File: config.mk
export PLATFORM = sky130hd
export DESIGN_NAME = reg_file_mp
export DESIGN_NICKNAME = d
export VERILOG_FILES = /design/src/rtl/riscv_32i_defs_pkg.sv /design/src/rtl/reg_scoreboard.sv /design/src/rtl/reg_file_mp.sv
export SDC_FILE = /design/constraint.sdc
export NUM_CORES = 2
export LEC_CHECK = 0
export CORE_UTILIZATION = 62
export DETAILED_ROUTE_END_ITERATION = 12
export PLACE_DENSITY = 0.91
export RECOVER_POWER = 100
export REMOVE_ABC_BUFFERS = 1
export SETUP_SLACK_MARGIN = 0.2
export SYNTH_ARGS = -nofsm -noshare
export SYNTH_HDL_FRONTEND = slang
export SYNTH_SLANG_ARGS = --single-unit
File: constraint.sdc
create_clock -name clk -period 2.4 [get_ports clk]
set_input_delay 0.36 -clock clk [delete_from_list [all_inputs] [get_ports clk]]
set_output_delay 0.36 -clock clk [all_outputs]
set_load 0.005 [all_outputs]
File: src/rtl/riscv_32i_defs_pkg.sv
// -----------------------------------------------------------------------------
// riscv_32i_defs_pkg
// Shared RV32I register-file definitions: default data width, register count
// and index width, plus the word / register-index typedefs used by the decode
// stage. The multi-port register file takes its parameter defaults from here.
// -----------------------------------------------------------------------------
package riscv_32i_defs_pkg;

  localparam int XLEN       = 32;
  localparam int NUM_REGS   = 32;
  localparam int REG_ADDR_W = $clog2(NUM_REGS);

  typedef logic [REG_ADDR_W-1:0] reg_addr_t;
  typedef logic [XLEN-1:0]       word_t;

endpackage : riscv_32i_defs_pkg

File: src/rtl/reg_scoreboard.sv
// -----------------------------------------------------------------------------
// reg_scoreboard
// One busy flop per architectural register. A register is set busy when an
// instruction with that destination issues (alloc) and cleared when any write
// port retires a value into it. A same-cycle alloc beats a clear, because the
// alloc belongs to the newer producer. Register 0 is never busy.
//
// Ports:
//   clk        rising-edge clock
//   rst_n      asynchronous active-low reset, clears every busy bit
//   alloc_en   mark alloc_reg busy at the next edge
//   alloc_reg  register index to mark busy
//   wr_en      per write-port enable
//   wr_reg     per write-port register index
//   busy       registered busy vector, bit r belongs to register r
// -----------------------------------------------------------------------------
module reg_scoreboard #(
  parameter int NUM_REGS = riscv_32i_defs_pkg::NUM_REGS,
  parameter int NUM_WR   = 2,
  parameter int ADDR_W   = $clog2(NUM_REGS)
) (
  input  logic                           clk,
  input  logic                           rst_n,
  input  logic                           alloc_en,
  input  logic [ADDR_W-1:0]              alloc_reg,
  input  logic [NUM_WR-1:0]              wr_en,
  input  logic [NUM_WR-1:0][ADDR_W-1:0]  wr_reg,
  output logic [NUM_REGS-1:0]            busy
);

  import riscv_32i_defs_pkg::*;

  logic [NUM_REGS-1:0] busy_r;
  logic [NUM_REGS-1:0] busy_nxt_s;

  // Next busy state: set on alloc, otherwise clear on any effective write.
  always_comb begin
    busy_nxt_s = '0;
    for (int r = 1; r < NUM_REGS; r++) begin
      logic clr_s;
      logic set_s;
      clr_s = 1'b0;
      for (int w = 0; w < NUM_WR; w++) begin
        clr_s = clr_s | (wr_en[w] & (wr_reg[w] == ADDR_W'(r)));
      end
      set_s         = alloc_en & (alloc_reg == ADDR_W'(r));
      busy_nxt_s[r] = set_s | (busy_r[r] & ~clr_s);
    end
  end

  // Busy flop array.
  always_ff @(posedge clk or negedge rst_n) begin
    if (!rst_n) begin
      busy_r <= '0;
    end else begin
      busy_r <= busy_nxt_s;
    end
  end

  assign busy = busy_r;

endmodule : reg_scoreboard

File: src/rtl/reg_file_mp.sv
// -----------------------------------------------------------------------------
// reg_file_mp
// Parametrised multi-port register file with a per-register busy scoreboard.
// Reads are combinational; writes land on the rising edge. Register 0 always
// reads as zero, is never busy, and ignores writes and allocs. When several
// write ports target the same register in one cycle the highest-index port
// wins.
//
// Build option: define WR_BYPASS_EN to forward same-cycle write data to the
// read ports (highest-index matching write port wins). In that case the
// forwarded read reports busy only if this cycle's alloc targets the same
// register. Without the macro, reads see stored contents and stored busy only.
//
// Ports:
//   clk        rising-edge clock
//   rst_n      asynchronous active-low reset (data and busy clear to 0)
//   rd_reg     NUM_RD read indices
//   rd_data    NUM_RD read data words
//   rd_busy    NUM_RD busy flags of the addressed registers
//   wr_en      NUM_WR write enables
//   wr_reg     NUM_WR write indices
//   wr_data    NUM_WR write data words
//   alloc_en   mark alloc_reg busy at the next edge
//   alloc_reg  register index to mark busy
// -----------------------------------------------------------------------------
module reg_file_mp #(
  parameter int XLEN     = riscv_32i_defs_pkg::XLEN,
  parameter int NUM_REGS = riscv_32i_defs_pkg::NUM_REGS,
  parameter int NUM_RD   = 2,
  parameter int NUM_WR   = 2,
  parameter int ADDR_W   = $clog2(NUM_REGS)
) (
  input  logic                           clk,
  input  logic                           rst_n,
  input  logic [NUM_RD-1:0][ADDR_W-1:0]  rd_reg,
  output logic [NUM_RD-1:0][XLEN-1:0]    rd_data,
  output logic [NUM_RD-1:0]              rd_busy,
  input  logic [NUM_WR-1:0]              wr_en,
  input  logic [NUM_WR-1:0][ADDR_W-1:0]  wr_reg,
  input  logic [NUM_WR-1:0][XLEN-1:0]    wr_data,
  input  logic                           alloc_en,
  input  logic [ADDR_W-1:0]              alloc_reg
);

  import riscv_32i_defs_pkg::*;

  logic [XLEN-1:0]             regs_r [NUM_REGS];
  logic [NUM_WR-1:0]           wr_live_s;
  logic                        alloc_live_s;
  logic [NUM_REGS-1:0]         busy_s;
  logic [NUM_RD-1:0][XLEN-1:0] rd_data_s;
  logic [NUM_RD-1:0]           rd_busy_s;

  // A write or alloc aimed at register 0 is dropped before it reaches state.
  always_comb begin
    wr_live_s = '0;
    for (int w = 0; w < NUM_WR; w++) begin
      wr_live_s[w] = wr_en[w] & (wr_reg[w] != {ADDR_W{1'b0}});
    end
    alloc_live_s = alloc_en & (alloc_reg != {ADDR_W{1'b0}});
  end

  reg_scoreboard #(
    .NUM_REGS (NUM_REGS),
    .NUM_WR   (NUM_WR),
    .ADDR_W   (ADDR_W)
  ) u_scoreboard (
    .clk       (clk),
    .rst_n     (rst_n),
    .alloc_en  (alloc_live_s),
    .alloc_reg (alloc_reg),
    .wr_en     (wr_live_s),
    .wr_reg    (wr_reg),
    .busy      (busy_s)
  );

  // Data array; ports are applied in ascending order so the highest index wins.
  always_ff @(posedge clk or negedge rst_n) begin
    if (!rst_n) begin
      for (int r = 0; r < NUM_REGS; r++) begin
        regs_r[r] <= {XLEN{1'b0}};
      end
    end else begin
      for (int w = 0; w < NUM_WR; w++) begin
        if (wr_live_s[w]) begin
          regs_r[wr_reg[w]] <= wr_data[w];
        end
      end
    end
  end

  // Combinational read ports, with optional same-cycle write forwarding.
  always_comb begin
    rd_data_s = '0;
    rd_busy_s = '0;
    for (int p = 0; p < NUM_RD; p++) begin
      if (rst_n && (rd_reg[p] != {ADDR_W{1'b0}})) begin
        rd_data_s[p] = regs_r[rd_reg[p]];
        rd_busy_s[p] = busy_s[rd_reg[p]];
`ifdef WR_BYPASS_EN
        for (int w = 0; w < NUM_WR; w++) begin
          logic hit_s;
          hit_s        = wr_live_s[w] & (wr_reg[w] == rd_reg[p]);
          rd_data_s[p] = hit_s ? wr_data[w] : rd_data_s[p];
          rd_busy_s[p] = hit_s ? (alloc_live_s & (alloc_reg == rd_reg[p])) : rd_busy_s[p];
        end
`endif
      end else begin
        rd_data_s[p] = {XLEN{1'b0}};
        rd_busy_s[p] = 1'b0;
      end
    end
  end

  assign rd_data = rd_data_s;
  assign rd_busy = rd_busy_s;

endmodule : reg_file_mp

==> results of run 1 <==
-- cell families after synthesis --
| family | Yosys count | synth area share |
|---|---|---|
| DFF | 1055 | 0.406 |
| buffers and inverters | 755 | 0.0502 |
| muxes | 1725 | 0.367 |
| AOI/OAI and AO/OA | 1221 | 0.104 |
| and+or+nand+nor | 1185 | 0.0729 |
-- what timing repair did --
action	in CTS
endpoints found under the setup margin	66
gates cloned	2
hold buffers	2
resized for setup	413
hold endpoints to repair	52
pin swaps	50
buffers inserted	77
-- metal layers --
metal  overflow  global-route usage
met1          0               0.620
met2          1               0.777
met3          0               0.503
met4          1               0.590
met5          0               0.213
-- metrics by stage --
step | instance area [um^2] | worst slack (ns)
after floorplan | 61800 | -1.60
after global placement | 72000 | -0.916
after detailed placement | 72000 | -0.903
after CTS | 76900 | -0.522
==> flow_summary_export.csv, run 1 <==
group,metric,value,unit
synth,ys_ff_latch,1055,
placement,dpl.hpwl,157,mm
grt,overflow,2,
synth,yosysUniqueCellTypes,52,
grt,grt_start_max_net_pins,160,
grt,grt_usage,0.624,
synth,synth_top_cells_by_count,"1161 x mux2i_1, 1055 x dfrtp_1, 629 x nor2_1, 610 x a21oi_1, 526 x mux4_2",
synth,avgSynthCellArea,10.9,um^2
synth,ys_async_sr_fraction,1.00,
synth,synthMostInstantiatedCell,"mux2i_1",
floorplanning,start_util,0.627,
synth,ys_warn_count,0,
clocking,numCtsBuffers,108,
grt,grt_pass1_vias,72413,
floorplanning,die_y,326,um
clocking,cts.sinks,1055,
run_status,status,"did not finish",
floorplanning,die_w,326,um
placement,place.gp.congestion,0.996,
clocking,clock-root-buffer,"clkbuf_16",
run_status,error,"[ERROR GRT-0116] Global routing finished with congestion. Check the congestion regions in the DRC Viewer.",
clocking,htree_levels,3,
grt,grt_pass1_wl,480,mm
synth,yosysTopAreaCell,"dfrtp_1",
placement,port_buffers,159,
floorplanning,placementRows,118,
synth,yosys-top-cells-area,"dfrtp_1 41%, mux4_2 18%, mux2i_1 18%",
placement,dp_cells,7278,
synth,synth_top_area_frac,0.406,
synth,synth-edff-count,0,
clocking,clock_path_buffers,3,
synth,ys.flop_type,"dfrtp_1",
run_status,stop_stage,"5_1_grt",
synth,netlist_instances,5941,
synth,synth_seq_area_share,0.406,
synth,synth_area,0.0650,mm^2
floorplanning,ios,160,
==> inputs of run 2 (changes only) <==
CORE_UTILIZATION = 40   (was 62)
PLACE_DENSITY = not set   (was 0.91)
PLACE_DENSITY_LB_ADDON = 0.15   (was not set)
SETUP_SLACK_MARGIN = not set   (was 0.2)
==> run 2 against run 1 <==
Effect of this change: synthesized cell count did not move; the flow now finishes, with violations (capacitance limit, slew limit, setup timing); area after synthesis unchanged.
==> flow_summary_export.csv, run 2 <==
group,metric,value,unit
cells_and_area,nets,6326,
timing,min_period,2.83,ns
cells_and_area,nFillCells,14420,
floorplanning,die_w,405,um
grt,grt_start_max_net_pins,155,
clocking,clock_latency,0.77,ns
placement,place.gp.congestion,0.916,
route,first_pass_iters,6,
placement,place_ws,-0.904,ns
synth,synth_top_area_frac,0.406,
route,antenna_left,0,
timing,relSlewSlack,-0.228,
grt,overflow,0,
timing,hold_violations,0,
run_status,status,"finished, violations left",
setup_path,slowest_delay,0.48,ns
synth,yosysTopAreaCell,"dfrtp_1",
cells_and_area,final_cell_mix,"1145 x mux2i_1, 1055 x dfrtp_1, 628 x nor2_1, 610 x a21oi_1, 526 x mux4_2",
setup_path,crit_type,"flip-flop to primary output",
setup_path,worst_path_max_delay_cell,"mux4_2",
synth,synth_area,0.0650,mm^2
clocking,clock_path_buffers,3,
synth,yosys-top-cells-area,"dfrtp_1 41%, mux4_2 18%, mux2i_1 18%",
route,drtIter0Drc,5592,
cells_and_area,largest_reg_flops,1024,
synth,yosysUniqueCellTypes,52,
route,vias,52339,
placement,dpl.hpwl,178,mm
clocking,htree_levels,4,
grt,grt_pass1_vias,51809,
cells_and_area,stdcell_count,8496,
min_path,hold_depth,4,
clocking,clock-root-buffer,"clkbuf_16",
setup_path,path_cells,"mux4_2 -> mux2i_1 -> buf_4 -> o22a_1 -> o221ai_4 -> buf_2",
timing,timing.hold.ws,0.340,ns
placement,dp_cells,8168,
timing,max_freq,0.353,GHz
timing,setup_slack,-0.429,ns
cells_and_area,area_delta_synth_final,20.9,%
floorplanning,ios,160,
clocking,cts.sinks,1055,
floorplanning,core_area,0.161,mm^2
cells_and_area,largest-register,"regs_r",
setup_path,cp.arrival,2.47,ns
synth,synth_top_cells_by_count,"1161 x mux2i_1, 1055 x dfrtp_1, 629 x nor2_1, 610 x a21oi_1, 526 x mux4_2",
setup_path,reg2reg_from,"regs_r[360]",
timing,drv_slew,109,
grt,grt_pass1_wl,382,mm
clocking,numCtsBuffers,133,
floorplanning,die_y,405,um
synth,netlist_instances,5941,
timing,skew,0,ns
floorplanning,dieArea,0.164,mm^2
placement,port_buffers,159,
route,wl,265,mm
synth,ys.flop_type,"dfrtp_1",
synth,avgSynthCellArea,10.9,um^2
min_path,hold_class,"input port to flip-flop",
clocking,path_clk_slew,0.06,ns
timing,setup_viol,206,
route,avgRoutedWirePerCell,31.2,um
clocking,cts_tree,"built",
min_path,hold_end,"regs_r[442]",
synth,synth-edff-count,0,
route,vias_per_cell,6.16,
setup_path,regToRegSetupSlack,1.39,ns
synth,ys_warn_count,0,
run,drv_cap,2,
run_status,violations,"capacitance limit, slew limit, setup timing",
floorplanning,start_util,0.404,
setup_path,critPathCaptureType,"primary output",
route,route.detailed.drc,0,
pwr,power_density,810,mW/mm^2
setup_path,cp-start-kind,"flip-flop",
synth,ys_async_sr_fraction,1.00,
synth,synthMostInstantiatedCell,"mux2i_1",
pwr,p_leak,34.2,nW
floorplanning,placementRows,147,
grt,grt_usage,0.322,
synth,synth_seq_area_share,0.406,
min_path,min_from,"wr_data[26]",
setup_path,cp_max_fo,2,
cells_and_area,final_common_cell,"mux2i_1",
timing,worst_slew_pin_slew,1.84,ns
setup_path,reg2reg_depth,4,
synth,ys_ff_latch,1055,
setup_path,required,2.04,ns
pwr,irDropWorstVdd,725,uV
timing,rsz0062_at_grt,"true",
grt,antenna_found_initial,7,
cells_and_area,layout-drive-gt1-share,0.268,
setup_path,r2r_end,"regs_r[360]",
timing,fin_crit_sh,1.18,
-- run 2: power by group --
part / switching, W / internal, W / total [W]
logic: 0.00710 / 0.00962 / 0.0167
clock network: 0.00843 / 0.0123 / 0.0207
registers: 0.00385 / 0.0224 / 0.0263
total: 0.0194 / 0.0443 / 0.0637
-- run 2: timing repair --
action,4_1_cts,5_1_grt
gates resized for setup,405,52
endpoints found under the setup margin,66,66
pin swaps,74,50
endpoints found under the hold margin,184,0
cloned,0,1
buffers inserted,89,17
hold buffers,5,0
-- run 2: worst max-delay path by stage --
stage / startpoint / to / slack, ns / cells past startpoint
after floorplan: wr_reg[5] / regs_r[480] / -1.60 / 3
after global placement: rd_reg[0] / rd_data[29] / -0.93 / 8
after detailed placement: rd_reg[0] / rd_data[29] / -0.90 / 8
after CTS: regs_r[851] / rd_data[19] / -0.49 / 6
after global routing: regs_r[851] / rd_data[19] / -0.51 / 6
final: regs_r[851] / rd_data[19] / -0.43 / 6
-- run 2: stage by stage --
stage / power (W) / area (um^2) / setup TNS, ns / util
5_1_grt: 0.0665 / 78600 / -72.69 / 0.489
3_5_place_dp: 0.0419 / 74500 / -44.53 / 0.463
4_1_cts: 0.0636 / 80000 / -22.11 / 0.497
6_report: 0.0637 / 78600 / -25.15 / 0.489
3_3_place_gp: 0.0414 / 74500 / -45.98 / 0.463
2_1_floorplan: 0.0352 / 61800 / -252.05 / -
-- run 2: layout make-up --
cell class	instances	area [um^2]	share of cell area
clock inverter	43	467	0.00593
multi-input combinational	4131	36500	0.465
timing repair buffer	893	8480	0.108
inverter	18	67.6	0.000859
antenna	1	2.50	0.0000318
clock buffer	195	3990	0.0507
tap	2160	2700	0.0344
sequential	1055	26400	0.336
-- run 2: cells by family (layout without fill, tap and decap cells) --
group	after synthesis	in the layout	synth area share
compound gates	1221	1221	0.104
flops	1055	1055	0.406
buf+inv	755	1149	0.0502
simple gates	1185	1185	0.0729
other cells	0	1	0
mux	1725	1725	0.367
-- run 2: per-layer routing --
layer	wire length, um	global-route usage	up-vias
li1	-	-	22382
met1	108000	0.430	26801
met2	123000	0.508	2527
met3	19800	0.0549	621
met4	14300	0.155	8
met5	46	0	-
-- run 2: worst max-delay path, delay by kind of cell, from the launching register on --
family          cells  cell delay, ns
compound gates      2            0.33
buf+inv             2            0.30
flops               1            0.39
mux                 2            0.65
Note: power is estimated with default switching activity, not from simulation.
